## src/rtl/fifo_drain_pkg.sv

```systemverilog
// fifo_drain_pkg
//   Shared types and constants for the fifo_drain read-side burst engine.
//   - state_t      : FSM state encoding (IDLE, WAIT, LOAD, SHIFT, HDR)
//   - HDR_MAGIC    : tag placed in the top byte of a burst header beat
//   - slice_count(): number of output beats per FIFO word
//   HDR is only reachable when FIFO_DRAIN_HDR_EN is defined.
package fifo_drain_pkg;

  typedef enum logic [2:0] {
    IDLE,
    WAIT,
    LOAD,
    SHIFT,
    HDR
  } state_t;

  localparam logic [7:0] HDR_MAGIC = 8'hA5;

  function automatic int unsigned slice_count(input int unsigned fifo_w,
                                              input int unsigned out_w);
    return fifo_w / out_w;
  endfunction

endpackage

```

## src/rtl/word_serializer.sv

```systemverilog
// word_serializer
//   Loads one FIFO word in parallel and presents it as OWIDTH-bit slices,
//   most-significant slice first. The slice only moves on 'advance'
//   (the downstream handshake), so dout is stable while stalled.
// Ports:
//   clk, rst    : clock, synchronous active-high reset
//   load        : capture din, restart at the MSB slice
//   din         : DWIDTH-bit word to serialise
//   advance     : accepted beat, move to the next slice
//   dout        : current slice
//   last_slice  : current slice is the least-significant one
module word_serializer
  import fifo_drain_pkg::*;
#(
  parameter int unsigned DWIDTH = 64,
  parameter int unsigned OWIDTH = 16
) (
  input  logic              clk,
  input  logic              rst,
  input  logic              load,
  input  logic [DWIDTH-1:0] din,
  input  logic              advance,
  output logic [OWIDTH-1:0] dout,
  output logic              last_slice
);

  localparam int unsigned NSLICE = slice_count(DWIDTH, OWIDTH);
  localparam int unsigned IW     = (NSLICE > 1) ? $clog2(NSLICE) : 1;

  logic [DWIDTH-1:0] r_shift;
  logic [IW-1:0]     r_idx;

  always_ff @(posedge clk) begin
    if (rst) begin
      r_shift <= '0;
      r_idx   <= '0;
    end else if (load) begin
      r_shift <= din;
      r_idx   <= '0;
    end else if (advance && !last_slice) begin
      // Shift left so the next slice is always at the top.
      r_shift <= r_shift << OWIDTH;
      r_idx   <= r_idx + 1'b1;
    end
  end

  assign dout       = r_shift[DWIDTH-1 -: OWIDTH];
  assign last_slice = (r_idx == IW'(NSLICE - 1));

endmodule

```

## src/rtl/fifo_drain.sv

```systemverilog
// fifo_drain
//   Read-side companion to sync_fifo. Pops buffered event words in bursts
//   and serialises each into OUT_DWIDTH beats on a valid/ready stream.
//   A burst starts as soon as BURST_LEN words are queued, or after
//   TIMEOUT_CYC cycles of a non-empty FIFO holding fewer words.
//   Optional: define FIFO_DRAIN_HDR_EN to precede every burst with a header
//   beat {HDR_MAGIC, zero pad, burst word count}.
// Ports:
//   clk, rst    : clock, synchronous active-high reset
//   fifo_empty  : FIFO empty flag
//   fifo_numel  : FIFO occupancy
//   fifo_rdata  : FIFO head word (show-ahead)
//   fifo_rd_en  : pop strobe, asserted only in LOAD and never when empty
//   out_valid   : beat valid
//   out_ready   : downstream accept
//   out_data    : beat payload
//   out_last    : final beat of the burst
//   busy        : FSM not in IDLE
module fifo_drain
  import fifo_drain_pkg::*;
#(
  parameter int unsigned FIFO_DWIDTH = 64,
  parameter int unsigned FIFO_DEPTH  = 16,
  parameter int unsigned OUT_DWIDTH  = 16,
  parameter int unsigned BURST_LEN   = 4,
  parameter int unsigned TIMEOUT_CYC = 256
) (
  input  logic                        clk,
  input  logic                        rst,
  input  logic                        fifo_empty,
  input  logic [$clog2(FIFO_DEPTH):0] fifo_numel,
  input  logic [FIFO_DWIDTH-1:0]      fifo_rdata,
  output logic                        fifo_rd_en,
  output logic                        out_valid,
  input  logic                        out_ready,
  output logic [OUT_DWIDTH-1:0]       out_data,
  output logic                        out_last,
  output logic                        busy
);

  localparam int unsigned CNTW = $clog2(FIFO_DEPTH) + 1;
  localparam int unsigned TW   = $clog2(TIMEOUT_CYC);

`ifdef FIFO_DRAIN_HDR_EN
  localparam state_t BURST_START = HDR;
`else
  localparam state_t BURST_START = LOAD;
`endif

  state_t          r_state;
  state_t          w_state_nxt;
  logic [TW-1:0]   r_tcnt;
  logic [TW-1:0]   w_tcnt_nxt;
  logic [CNTW-1:0] r_burst_cnt;
  logic [CNTW-1:0] w_burst_nxt;

  logic                  w_load;
  logic                  w_adv;
  logic [OUT_DWIDTH-1:0] w_slice;
  logic                  w_last_slice;

`ifdef FIFO_DRAIN_HDR_EN
  logic [OUT_DWIDTH-1:0] w_hdr;

  always_comb begin
    w_hdr = '0;
    w_hdr[OUT_DWIDTH-1 -: 8] = HDR_MAGIC;
    w_hdr[CNTW-1:0]          = r_burst_cnt;
  end
`endif

  word_serializer #(
    .DWIDTH (FIFO_DWIDTH),
    .OWIDTH (OUT_DWIDTH)
  ) u_ser (
    .clk        (clk),
    .rst        (rst),
    .load       (w_load),
    .din        (fifo_rdata),
    .advance    (w_adv),
    .dout       (w_slice),
    .last_slice (w_last_slice)
  );

  always_ff @(posedge clk) begin
    if (rst) begin
      r_state     <= IDLE;
      r_tcnt      <= '0;
      r_burst_cnt <= '0;
    end else begin
      r_state     <= w_state_nxt;
      r_tcnt      <= w_tcnt_nxt;
      r_burst_cnt <= w_burst_nxt;
    end
  end

  always_comb begin
    w_state_nxt = r_state;
    w_tcnt_nxt  = '0;
    w_burst_nxt = r_burst_cnt;
    w_load      = 1'b0;
    w_adv       = 1'b0;
    fifo_rd_en  = 1'b0;
    out_valid   = 1'b0;
    out_last    = 1'b0;
    out_data    = '0;
    busy        = (r_state != IDLE);

    case (r_state)
      IDLE: begin
        if (fifo_numel >= CNTW'(BURST_LEN)) begin
          w_burst_nxt = CNTW'(BURST_LEN);
          w_state_nxt = BURST_START;
        end else if (!fifo_empty) begin
          w_state_nxt = WAIT;
        end
      end

      WAIT: begin
        // Empty is checked first so a flushed FIFO never latches a
        // zero-length burst on the timeout cycle.
        if (fifo_empty) begin
          w_state_nxt = IDLE;
        end else if (fifo_numel >= CNTW'(BURST_LEN)) begin
          w_burst_nxt = CNTW'(BURST_LEN);
          w_state_nxt = BURST_START;
        end else if (r_tcnt == TW'(TIMEOUT_CYC - 1)) begin
          w_burst_nxt = fifo_numel;
          w_state_nxt = BURST_START;
        end else begin
          w_tcnt_nxt = r_tcnt + 1'b1;
        end
      end

      LOAD: begin
        if (fifo_empty) begin
          w_burst_nxt = '0;
          w_state_nxt = IDLE;
        end else begin
          fifo_rd_en  = 1'b1;
          w_load      = 1'b1;
          w_burst_nxt = r_burst_cnt - 1'b1;
          w_state_nxt = SHIFT;
        end
      end

      SHIFT: begin
        out_valid = 1'b1;
        out_data  = w_slice;
        // burst_cnt already counts down in LOAD, so zero means last word.
        out_last  = w_last_slice && (r_burst_cnt == '0);
        w_adv     = out_ready;
        if (out_ready && w_last_slice) begin
          w_state_nxt = (r_burst_cnt != '0) ? LOAD : IDLE;
        end
      end

`ifdef FIFO_DRAIN_HDR_EN
      HDR: begin
        out_valid = 1'b1;
        out_data  = w_hdr;
        if (out_ready) begin
          w_state_nxt = LOAD;
        end
      end
`endif

      default: begin
        w_state_nxt = IDLE;
      end
    endcase
  end

endmodule

```

## config.mk

```make
export PLATFORM = sky130hd
export DESIGN_NAME = fifo_drain
export DESIGN_NICKNAME = d
export VERILOG_FILES = /design/src/rtl/fifo_drain_pkg.sv /design/src/rtl/word_serializer.sv /design/src/rtl/fifo_drain.sv
export SDC_FILE = /design/constraint.sdc
export NUM_CORES = 1
export LEC_CHECK = 0
export ABC_AREA = 1
export ABC_CLOCK_PERIOD_IN_PS = 1400
export CAP_MARGIN = 20
export CORE_AREA = 3 3 112 92
export CTS_CLUSTER_DIAMETER = 30
export CTS_CLUSTER_SIZE = 20
export DETAILED_ROUTE_END_ITERATION = 10
export DIE_AREA = 0 0 115 95
export PLACE_DENSITY = 0.76
export SLEW_MARGIN = 5
export SYNTH_ARGS = -nofsm -noshare
export SYNTH_HDL_FRONTEND = slang
export SYNTH_HIERARCHICAL = 1
export SYNTH_SLANG_ARGS = --single-unit
```

## constraint.sdc

```tcl
create_clock -name clk -period 1.4 [get_ports clk]
set_clock_uncertainty 0.05 [all_clocks]
set_input_delay 0.14 -clock clk [delete_from_list [all_inputs] [get_ports clk]]
set_output_delay 0.14 -clock clk [all_outputs]
set_load 0.02 [all_outputs]
```

---- Word level (Yosys, flattened, before mapping) ----
Index checks and enable logic that the tools add are counted.
storage, ports and cells
  register bits ........................... 82
  output and inout port bits .............. 20
  logic and storage cells ................. 58
operators by class
  $add $sub $neg .......................... 3
  magnitude comparators ................... 1
  eq/ne operators ......................... 11
  mux-type cells .......................... 23
  bitwise logic cells ..................... 1
  reduce and logical (&&, ||, !) cells .... 14
operators with widths
  operator             number
  $mux 64              2
  $mux 5               5
  $mux 3               6
  $mux 16              1
  $pmux 5 s3           1
  $pmux 3 s4           1
  $add 8x1->8 const B  1
  $eq 8x8->1 const B   1
  $eq 3x2->1 const B   2
  $ne 2x2->1 const B   3
  $ne 3x3->1 const B   2
  $reduce_bool 3->1    2
  $ge 5x3->1 const B   1
  $logic_not 5->1      1
  $mux 1               5
  $reduce_bool 5->1    1
  $reduce_or 5->1      1
  $sub 5x1->5 const B  1
  $mux 2               2
  $ne 4x4->1 const B   1
  $reduce_and 4->1     1
  $eq 3x1->1 const B   1
  $logic_and 1x1->1    3
  $logic_not 3->1      1
  7 further kinds      7

---- Logic depth before layout (Yosys ltp) ----
  depth in word-level cells ............... 5
  depth in mapped cells ................... 11
  depth with buffers taken out ............ 11

---- By module ----
Netlist, hierarchy kept.
by module, submodules not included
  module           times used  cells an instance  area each (µm²)  sequential area each (µm²)
  word_serializer  1           470                3140.5           1321.3
  fifo_drain       1           180                1103.6           300.3

---- Worst setup path after synthesis ----
OpenSTA, ideal clock, no wires.
  kind .................................... register -> register
  from .................................... register r_state[0]
  to ...................................... register u_ser.r_shift[30]
  library setup time ...................... 0.070 ns
  data arrival time ....................... 1.589 ns
  slack ................................... -0.310 ns
  stages on the path, launching flop included .. 11
  clock period less this slack ............ 1.710 ns
  cells stage by stage .................... dfxtp_1 ha_1 buf_2 nand2_1 inv_1 nand2_2 nand2_1 buf_4 buf_4 nand2_1 a21oi_1
on the way
  cells in the longest elaborated chain, start to end .. 4
  elaborated cells on any way between the ends .. 7
ends and longest elaborated chain
  item                                line                   source
  start: declaration                  fifo_drain.sv:50       state_t r_state;
  start signal: assignment            fifo_drain.sv:91       r_state <= w_state_nxt;
  $eq 3x2->1                          fifo_drain.sv:109      case (r_state)
  $mux 1                              fifo_drain.sv:109
  via w_adv                           fifo_drain.sv:58       logic w_adv;
  $logic_and 1x1->1                   word_serializer.sv:40  end else if (advance && !last_slice) begin
  $reduce_bool 2->1 (no source line)  n/a
  end signal: assignment              word_serializer.sv:38  r_shift <= din;
  end signal: assignment              word_serializer.sv:42  r_shift <= r_shift << OWIDTH;
  end: declaration                    word_serializer.sv:30  logic [DWIDTH-1:0] r_shift;
The timed path passes the listed nets, and every way through them passes these cells.
A chain may end at the register's enable or synchronous reset.

---- Final worst setup path ----
  from .................................... register r_state[0]
  to ...................................... register u_ser.r_shift[21]
on the way
  cells in the longest elaborated chain, start to end .. 4
  elaborated cells on any way between the ends .. 7
ends and longest elaborated chain
  item                                line
  $eq 3x2->1                          fifo_drain.sv:109
  $mux 1                              fifo_drain.sv:109
  $logic_and 1x1->1                   word_serializer.sv:40
  $reduce_bool 2->1 (no source line)  n/a
Parallel ways exist; a longest one is shown, timed or not.

==> flow_summary.json <==
{
  "outcome": "finished, violations left",
  "violations": "setup timing",
  "cp_top_family": "buffers and inverters",
  "crit_fanout": 11,
  "drtIter0Drc": 385,
  "power_density_nw_per_um2": 1020,
  "min_from": "rst",
  "drive_gt1_share_pct": 36.0,
  "die_h_um": 95,
  "startpoint": "r_state[0]",
  "cp-start-kind": "flop",
  "ioPinCount": 93,
  "ys_seq_area_share_pct": 38.2,
  "drv_slew": 0,
  "p_leak_nw": 3.09,
  "avgSynthCellArea_um2": 6.53,
  "design.die.area_um2": 10900,
  "layout_commonest_cell": "nand2_1",
  "max_slew_margin_pct": 78.3,
  "grt_max_degree": 49,
  "min_path_type": "in2reg",
  "fillers": 588,
  "synthTopCellsByArea": "dfxtp_1 (38%), nand2_1 (23%), a21oi_1 (8.3%)",
  "setup_viol": 95,
  "path_class": "reg2reg",
  "critPathArrivalTime_ps": 1810,
  "initial_core_util_pct": 46.4,
  "synth_nets": 731,
  "fin_ws_ps": -196,
  "final_cell_mix": "nand2_1 (195), dfxtp_1 (75), clkdlybuf4s50_1 (71)",
  "fmax_mhz": 626,
  "hold_viol_final": 0,
  "synth.distinct_cells": 27,
  "tightest_slew_ps": 325,
  "viasPerCell": 5.55,
  "route.vias.total": 4888,
  "drt_wl_total_um": 15400,
  "period_share_pct": 114,
  "worstPathCellList": "inv_4, ha_4, nand2_4, clkinv_8, clkinv_16, buf_12, clkbuf_16, nand3_1, a21oi_1",
  "hold_slack_ps": 54.7,
  "clock_path_buffers": 2,
  "antenna_found_initial": 0,
  "period_minus_slack_ps": 1600,
  "grt_usage_pct": 22.4,
  "synth_top_area_share_pct": 38.2,
  "dr.pass1.iters": 5,
  "maxCapViolCount": 0,
  "die_x_um": 115,
  "synth_seq_cells": 81,
  "nNetsFinal": 843,
  "gr-total-overflow": 0,
  "ant_nets": 0,
  "cts_root_buf": "clkbuf_16",
  "dp_hpwl_um": 7640,
  "ir_drop_v": 0.000710,
  "rsz0062_at_grt": "yes",
  "cp.buffers_inverters": 5,
  "yosys.area.top_type": "dfxtp_1",
  "gp_congestion": 0.864,
  "cts_tree": "yes",
  "required_ps": 1610,
  "first_global_vias": 4171,
  "grt_pass1_wl_um": 19900,
  "slowest_delay_ps": 380,
  "synthCells": 650,
  "final_util_pct": 76.2,
  "path_clk_slew_ps": 70,
  "wl_per_cell_um": 17.4,
  "clock_sinks": 81,
  "core_area_um2": 9150,
  "synth_area_um2": 4240,
  "clock_latency_ps": 340,
  "rows": 31,
  "yosys_warnings": 6,
  "cts_made_buffers": 9,
  "htree_levels": 3,
  "hold_buffers": 0,
  "cpMaxStageDelayCell": "dfxtp_4",
  "drc_errors": 0,
  "num_antenna_cells": 0,
  "portBuffers": 92,
  "syn2layout_area_growth_pct": 64.3,
  "cp-end-kind": "flop",
  "r2r_start": "r_state[0]"
}
cell families (layout without fill, tap and decap cells):
family / count (synthesis) / count (layout) / synth area share [%]
AO/OA/AOI/OAI: 75 / 75 / 8.93
XOR/XNOR: 4 / 4 / 0.826
adder cells (fa/ha/maj): 8 / 8 / 2.36
buffers and inverters: 103 / 218 / 12.1
flip-flops: 81 / 81 / 38.2
AND/OR/NAND/NOR: 379 / 380 / 37.5
registers in the layout (all words and copies together), names as in the netlist:
register       cells
r_burst_cnt        5
r_tcnt             8
r_state            2
u_ser/r_idx        2
u_ser/r_shift     64
per-layer routing:
metal  vias to the layer above  wire length, um  track usage (%)
met1                      2245             6130             30.4
met4                         0              581             4.50
met3                        69             1270             5.06
met2                       306             7390             36.8
li1                       2268                -                -
met5                         -                0                0
through the flow:
| step | setup TNS (ps) | total power, W | setup WS, ps | instance area, um2 | std cells |
|---|---|---|---|---|---|
| 2_1_floorplan | -640 | 0.00351 | -31.8 | 4370 | 650 |
| 3_3_place_gp | -14430 | 0.00401 | -250 | 5370 | 837 |
| 3_5_place_dp | -16600 | 0.00404 | -248 | 5370 | 837 |
| 4_1_cts | -2460 | 0.00645 | -91.6 | 6070 | 864 |
| 5_1_grt | -16040 | 0.00737 | -246 | 6970 | 881 |
| 6_report | -11110 | 0.00711 | -196 | 6970 | 881 |
synthesized netlist by cell type:
| cell | instances |
|---|---|
| buf_2 | 19 |
| nor2_2 | 2 |
| nand2_2 | 3 |
| o21bai_1 | 1 |
| ha_1 | 8 |
| inv_1 | 44 |
| a31oi_1 | 1 |
| dfxtp_1 | 81 |
| nand3_2 | 2 |
| nor3_2 | 1 |
| clkbuf_1 | 8 |
| nor3b_2 | 1 |
| buf_4 | 28 |
| a21oi_1 | 70 |
| inv_2 | 3 |
| nand3_4 | 1 |
| nand2_4 | 1 |
| nand2_1 | 264 |
| or2_2 | 1 |
| o21ai_0 | 3 |
| nand3_1 | 69 |
| xor2_1 | 2 |
| xnor2_1 | 2 |
| nand4_1 | 5 |
| nor2_4 | 1 |
| nor2_1 | 28 |
| buf_1 | 1 |
what timing repair did:
action	CTS	global route
resized for setup	179	180
buffers inserted	6	9
pin swaps	24	58
cloned	7	12
endpoints found under the setup margin	91	101
path summary, 6_finish.rpt:
path                             to  slack [ps]  cells past startpoint
setup / recovery  u_ser/r_shift[21]        -200                      9
hold / removal    u_ser/r_shift[48]          50                      2
setup reg to reg  u_ser/r_shift[21]        -200                      9
hold reg to reg    u_ser/r_shift[1]         420                      2
final cells by class:
cell class                 count  area [um2]  area share [%]
timing repair buffer         156        1940            27.8
clock inverter                 5        33.8           0.484
inverter                      47         228            3.27
sequential                    81        1640            23.5
tap                          115         144            2.06
multi-input combinational    467        2760            39.6
clock buffer                  10         229            3.28
worst register-to-register path: cells and delay by family (launching register included):
family                   cells  cell delay (ps)
adder cells (fa/ha/maj)      1              160
flip-flops                   1              380
AO/OA/AOI/OAI                1              160
AND/OR/NAND/NOR              2              190
buffers and inverters        5              560
report_power, final:
part	internal (W)	switching, W
Sequential	0.00243	0.0000969
Clock	0.00119	0.000940
Combinational	0.00120	0.00125
Power figures use the tool's default switching activity.
==> patch 1: new RTL, same flow settings <==
Change the parameter `FIFO_DEPTH` from 16 to 8.
--- a/src/rtl/fifo_drain.sv
+++ b/src/rtl/fifo_drain.sv
@@ -20,7 +20,7 @@
   import fifo_drain_pkg::*;
 #(
   parameter int unsigned FIFO_DWIDTH = 64,
-  parameter int unsigned FIFO_DEPTH  = 16,
+  parameter int unsigned FIFO_DEPTH  = 8,
   parameter int unsigned OUT_DWIDTH  = 16,
   parameter int unsigned BURST_LEN   = 4,
   parameter int unsigned TIMEOUT_CYC = 256
Interface: changed (resized fifo_numel); port bits go from 93 to 92. The function was not compared with the original's and may differ.
==> patch 1 against the original RTL <==
The flow still finishes with violations (setup timing). Synthesized area shrank 1.4%. Routed wire length down 10%. Setup slack lost 0.0091 ns. Sequential cell count down 1. Hold slack better by 0.16 ns. Global-route usage shrank 2.5 points. Final area decreased by 7.2%. Count of clock-buffer cells in the layout is 1 lower. Sequential share of layout area is 1.4 points higher. Power is 7.7% higher. First-iteration DRC count down 33%. Combinational power is 7% higher. Critical endpoint is now u_ser/r_shift[52]$_SDFFE_PP0P_. Largest power group is now combinational cells.
==> patch 1: results (changes against the original RTL) <==
stage,metric,value,unit,change
detailed_routing,DR WL/cell,16.03,µm,-8.1%
layout,Nets,824,,-2.3%
status,failing checks,setup timing,,
logic_synthesis,sequential fraction of the synthesis area,38.29,%,+0.081 points
place,Placed Area,5273,µm²,-1.9%
worst_hold_path,hold path cells,4,,+2
status,status,"complete, but fails checks",,
layout,layout cell share with drive strength beyond 1,25.13,%,-11 points
detailed_routing,TritonRoute pass-1 iters,4,,-1
sta,setup ws final,-0.2055,ns,-0.009093 ns
place,port bufs,91,,-1.1%
cts,clk_lat worst skew,0.34,ns,about the same
worst_setup_path,Crit Path Category,flop to flop,,
sta,Worst Tran Pin Value,0.3008,ns,-0.02379 ns
global_routing,GRT Overall Usage,19.88,%,-2.5 points
cts,H-Tree Depth,3,,unchanged
global_routing,first-pass GRT wire length,17660,µm,-11%
global_routing,largest net degree at the start of global routing,41,,-16%
place,Worst Setup Slack post-DPL,-0.2943,ns,-0.04593 ns
sta,WHS,0.2146,ns,+0.1600 ns
logic_synthesis,syn nets,723,,-1.1%
sta,Final setup viols,91,,-4.2%
cts,TritonCTS Buffers,9,,unchanged
detailed_routing,total number of vias,4578,,-6.3%
logic_synthesis,Area contributors post-synth,"dfxtp_1 38%, nand2_1 24%, nand3_1 8.5%",,
worst_setup_path,RR Endpoint,u_ser/r_shift[52]$_SDFFE_PP0P_,,
worst_setup_path,Reg2Reg Depth,9,,unchanged
logic_synthesis,main flop type after synthesis,dfxtp_1,,
layout,biggest regs,"u_ser/r_shift x64, r_tcnt x8, r_burst_cnt x4",,
logic_synthesis,Async SR Flop Fraction,0,%,unchanged
logic_synthesis,commonest cells in the netlist,"267 x nand2_1, 80 x dfxtp_1, 71 x nand3_1",,
worst_setup_path,worst r2r src,r_state[0]$_SDFFE_PP0P_,,
cts,Clock Tree Root,clkbuf_16,,
layout,fin cells,863,,-2.0%
worst_hold_path,hold endpoint,r_burst_cnt[0]$_SDFFE_PP0P_,,
logic_synthesis,Synth cell types,26,,-3.7%
power_and_ir_drop,Worst VDD drop,674.0,µV,-5.1%
global_routing,vias in the first global route,3847,,-7.8%
logic_synthesis,Cells after Synth,643,,-1.1%
detailed_routing,Initial DRC Count,259,,-33%
place,hpwl dp,7572,µm,-0.91%
place,GPL Wtd Cong,0.8042,,-6.9%
worst_setup_path,WP data arrival,1.82,ns,
power_and_ir_drop,P_leak,2.781,nW,-10%
layout,number of diodes,0,,unchanged
worst_setup_path,Crit Path Max Fanout,20,,+9
[patch 1: cell count changes after synthesis, moves of 2 or more]
| cell | before | now |
|---|---|---|
| inv_1 | 44 | 39 |
| nand2_1 | 264 | 267 |
| nand2_2 | 3 | 6 |
| nand4_1 | 5 | 2 |
| inv_2 | 3 | 1 |
| nand3_1 | 69 | 71 |
| nor2_1 | 28 | 26 |
| nor3b_1 | 0 | 2 |
| o21ai_0 | 3 | 1 |
| xnor2_1 | 2 | 4 |
[patch 1: per-layer routing]
metal / GRT usage, % / wire length (µm) / up-vias
li1: - / - / 2211
met1: 27.54 / 5705 / 2120
met2: 31.74 / 6711 / 213
met3: 4.548 / 1066 / 34
met4: 4.203 / 349 / 0
met5: 0 / 0 / -
[patch 1: worst max-delay path by stage]
stage               cells after the start  slack, ns                        endpoint
finish                                  9      -0.21  u_ser/r_shift[52]$_SDFFE_PP0P_
global route                           10      -0.28  u_ser/r_shift[23]$_SDFFE_PP0P_
CTS                                     8      -0.12  u_ser/r_shift[15]$_SDFFE_PP0P_
detailed placement                      7      -0.29            r_tcnt[3]$_SDFF_PP0_
global placement                        7      -0.18  u_ser/r_shift[57]$_SDFFE_PP0P_
floorplan                              11      -0.10  u_ser/r_shift[24]$_SDFFE_PP0P_
[patch 1: worst max-delay path: stages (launching register included)]
cell and delay (ns):
dfxtp_4 0.38, inv_4 0.04, ha_4 0.15, inv_2 0.06, nor2_4 0.04, buf_12 0.16, inv_16 0.12, clkbuf_16 0.20
nand3_1 0.12, a21oi_1 0.19
[patch 1: what timing repair did]
item / in CTS / in global routing
endpoints found under the setup margin: 94 / 96
resized for setup: 141 / 94
pin swaps: 7 / 12
buffers inserted: 2 / 7
cloned: 0 / 15
[patch 1: layout make-up]
type,instances,area (µm²)
Fill cell,695,2686
Multi-Input combinational cell,467,2431
Timing Repair Buffer,146,1789
Sequential cell,80,1613
Clock buffer,9,225.2
Inverter,40,171.4
Tap cell,115,143.9
Clock inverter,6,93.84
[patch 1: power by group]
part           total (mW)  internal [mW]  switching [mW]
Clock                2.52           1.56           0.962
Combinational        2.61           1.32            1.30
Sequential           2.51           2.42          0.0939
[patch 1: cells by family after synthesis]
| family | after synthesis | synth area share [%] |
|---|---|---|
| xor+xnor | 5 | 1.047 |
| compound gates | 72 | 8.735 |
| buf+inv | 96 | 11.70 |
| fa+ha+maj | 8 | 2.393 |
| flops | 80 | 38.29 |
| simple gates | 382 | 37.84 |
[patch 1: metrics by stage]
step	setup TNS (ns)	util, %
5_1_grt	-16.48	70.65
3_3_place_gp	-13.88	57.60
3_5_place_dp	-16.21	57.60
2_1_floorplan	-5.546	-
6_report	-10.12	70.65
4_1_cts	-6.137	62.12
==> patch 2: new RTL, config.mk and constraints unchanged <==
Without the edit above. The 5 states of `state_t` get a one-hot encoding in 5 bits.
--- a/src/rtl/fifo_drain_pkg.sv
+++ b/src/rtl/fifo_drain_pkg.sv
@@ -6,12 +6,12 @@
 //   HDR is only reachable when FIFO_DRAIN_HDR_EN is defined.
 package fifo_drain_pkg;
 
-  typedef enum logic [2:0] {
-    IDLE,
-    WAIT,
-    LOAD,
-    SHIFT,
-    HDR
+  typedef enum logic [4:0] {
+    IDLE  = 5'b00001,
+    WAIT  = 5'b00010,
+    LOAD  = 5'b00100,
+    SHIFT = 5'b01000,
+    HDR   = 5'b10000
   } state_t;
 
   localparam logic [7:0] HDR_MAGIC = 8'hA5;
Formal check against the unedited RTL: no difference found for any inputs over 10 cycles, from zero or initial values and one cycle with rst high; not proved beyond that.
==> patch 2 against the original RTL <==
The run still ends with setup timing left. Sequential cell count up 2. Setup slack worse by 0.13 ns. Routed wire length up 3.5%. Final area up 0.52%. Via count up 1.2%. Die area unchanged. Combinational power down 24%. Sequential share of layout area up 0.41 points. Synthesized cell count up 2.6%. Power down 5.5%. Synthesized area up 2.2%.
==> patch 2: results (changes against the original RTL) <==
stage,metric,value,unit,change
sta,Final setup viols,103,,+8.4%
worst_setup_path,WP data arrival,1.92,ns,+0.11 ns
layout,clock network area share,4.177,%,+0.41 points
global_routing,M2 GR Usage,38.05,%,+1.3 points
global_routing,first-pass GRT wire length,20770,µm,+4.5%
worst_setup_path,CP max-delay cell,dfxtp_1,,
layout,fraction of area in registers,23.92,%,+0.41 points
power_and_ir_drop,Worst VDD drop,733.7,µV,+3.3%
detailed_routing,DRT Wirelength,15910,µm,+3.5%
layout,Inverters excl. clock,45,,-4.3%
logic_synthesis,Yosys reg bits,83,,+2.5%
layout,biggest regs,"u_ser/r_shift x64, r_tcnt x8, r_burst_cnt x5",,
worst_setup_path,"slowest stage delay, CP",0.40,ns,+0.02 ns
place,Placed Area,5460,µm²,+1.6%
worst_setup_path,CP startpoint,u_ser/r_idx[1]$_SDFFE_PP0P_,,
detailed_routing,Initial DRC Count,433,,+12%
detailed_routing,DR vias/cell,5.394,,-2.8%
status,failing checks,setup timing,,
layout,fraction of area in multi-input gates,37.52,%,-2.1 points
place,hpwl dp,7758,µm,+1.5%
logic_synthesis,commonest cells in the netlist,"255 x nand2_1, 83 x dfxtp_1, 76 x nand3_1",,
sta,Worst Tran Pin Value,0.4066,ns,+0.08197 ns
worst_setup_path,Crit Path Max Fanout,25,,+14
detailed_routing,TritonRoute pass-1 iters,5,,unchanged
global_routing,GRT Overall Usage,23.81,%,+1.4 points
worst_setup_path,Reg2Reg Depth,7,,-2
layout,# fillers,617,,+4.9%
global_routing,largest net degree at the start of global routing,37,,-24%
sta,setup ws final,-0.3276,ns,-0.1313 ns
power_and_ir_drop,P_leak,2.845,nW,-8.0%
cts,Max Buffers Root-to-Sink,2,,unchanged
logic_synthesis,Synth cell types,25,,-7.4%
place,GPL Wtd Cong,0.8430,,-2.5%
layout,Non-clk bufs,175,,+12%
layout,multi-input gates,484,,+3.6%
logic_synthesis,Async SR Flop Fraction,0,%,unchanged
global_routing,met1 usage,31.70,%,+1.3 points
logic_synthesis,Area contributors post-synth,"dfxtp_1 38%, nand2_1 22%, nand3_1 8.8%",,
layout,Non-clock buffering overhead,29.33,%,+1.6 points
layout,Nets,875,,+3.8%
status,status,"complete, but fails checks",,
global_routing,met3 usage,5.766,%,+0.70 points
sta,setup TNS,-20.76,ns,-9.646 ns
[patch 2: changes by cell type after synthesis, moves of 2 or more]
| cell | change |
|---|---|
| nor2_1 | +26 |
| nand2_1 | -9 |
| nand3_1 | +7 |
| nand4_1 | -5 |
| ha_1 | -4 |
| xor2_1 | +4 |
| nor2_4 | +3 |
| dfxtp_1 | +2 |
| inv_2 | -2 |
| nand2_2 | -2 |
| nand3_2 | -2 |
[patch 2: kinds of logic after synthesis]
logic type | Yosys count | synth area share (%)
DFF | 83 | 38.29
buffers and inverters | 100 | 11.76
AOI/OAI and AO/OA | 73 | 8.478
xor gates and xnor gates | 7 | 1.413
and+or+nand+nor | 400 | 38.90
adders and majority gates | 4 | 1.153
[patch 2: per-stage QoR]
| step | worst slack [ns] | utilization [%] | cells |
|---|---|---|---|
| 6_report | -0.3276 | 76.57 | 917 |
| 4_1_cts | -0.2290 | 69.70 | 898 |
| 3_5_place_dp | -0.3907 | 59.65 | 857 |
| 3_3_place_gp | -0.3413 | 59.65 | 857 |
| 2_1_floorplan | -0.08637 | - | 667 |
| 5_1_grt | -0.3440 | 76.57 | 917 |
[patch 2: per-layer routing]
layer / vias to the layer above / part of all wire (%)
met5: - / 0
met4: 0 / 2.9
met3: 48 / 7.5
met2: 261 / 51
met1: 2290 / 39
li1: 2347 / -
[patch 2: timing repair]
action | CTS | global route
hold endpoints to repair | 0 | 0
buffers inserted | 18 | 13
pin swaps | 9 | 31
hold buffers | 0 | 0
endpoints found under the setup margin | 97 | 103
gates cloned | 9 | 10
gates resized for setup | 186 | 112
[patch 2: worst max-delay path: cells and delay by family, from the launching register on]
family,cells,cell delay (ns)
DFF,1,0.40
and+or+nand+nor,2,0.28
adders and majority gates,1,0.27
buffers and inverters,3,0.41
AOI/OAI and AO/OA,1,0.23
[patch 2: how the worst min path moves through the flow]
stage | start | to | slack, ns | cells past startpoint
final | rst | u_ser/r_shift[40]$_SDFFE_PP0P_ | 0.19 | 2
after global routing | rst | u_ser/r_shift[37]$_SDFFE_PP0P_ | 0.18 | 2
after CTS | rst | u_ser/r_shift[40]$_SDFFE_PP0P_ | 0.15 | 2
after detailed placement | u_ser/r_shift[8]$_SDFFE_PP0P_ | u_ser/r_shift[8]$_SDFFE_PP0P_ | 0.42 | 2
after global placement | u_ser/r_idx[1]$_SDFFE_PP0P_ | u_ser/r_idx[1]$_SDFFE_PP0P_ | 0.40 | 2
after floorplan | rst | r_state[2]$_SDFFE_PP0P_ | 0.15 | 1
[patch 2: report_power, final]
group / switching (mW) / total [mW] / leakage (nW) / internal, mW
registers: 0.0761 / 2.52 / 0.674 / 2.44
logic: 0.911 / 1.85 / 2.02 / 0.937
clock network: 0.933 / 2.35 / 0.148 / 1.41
total: 1.92 / 6.71 / 2.84 / 4.79
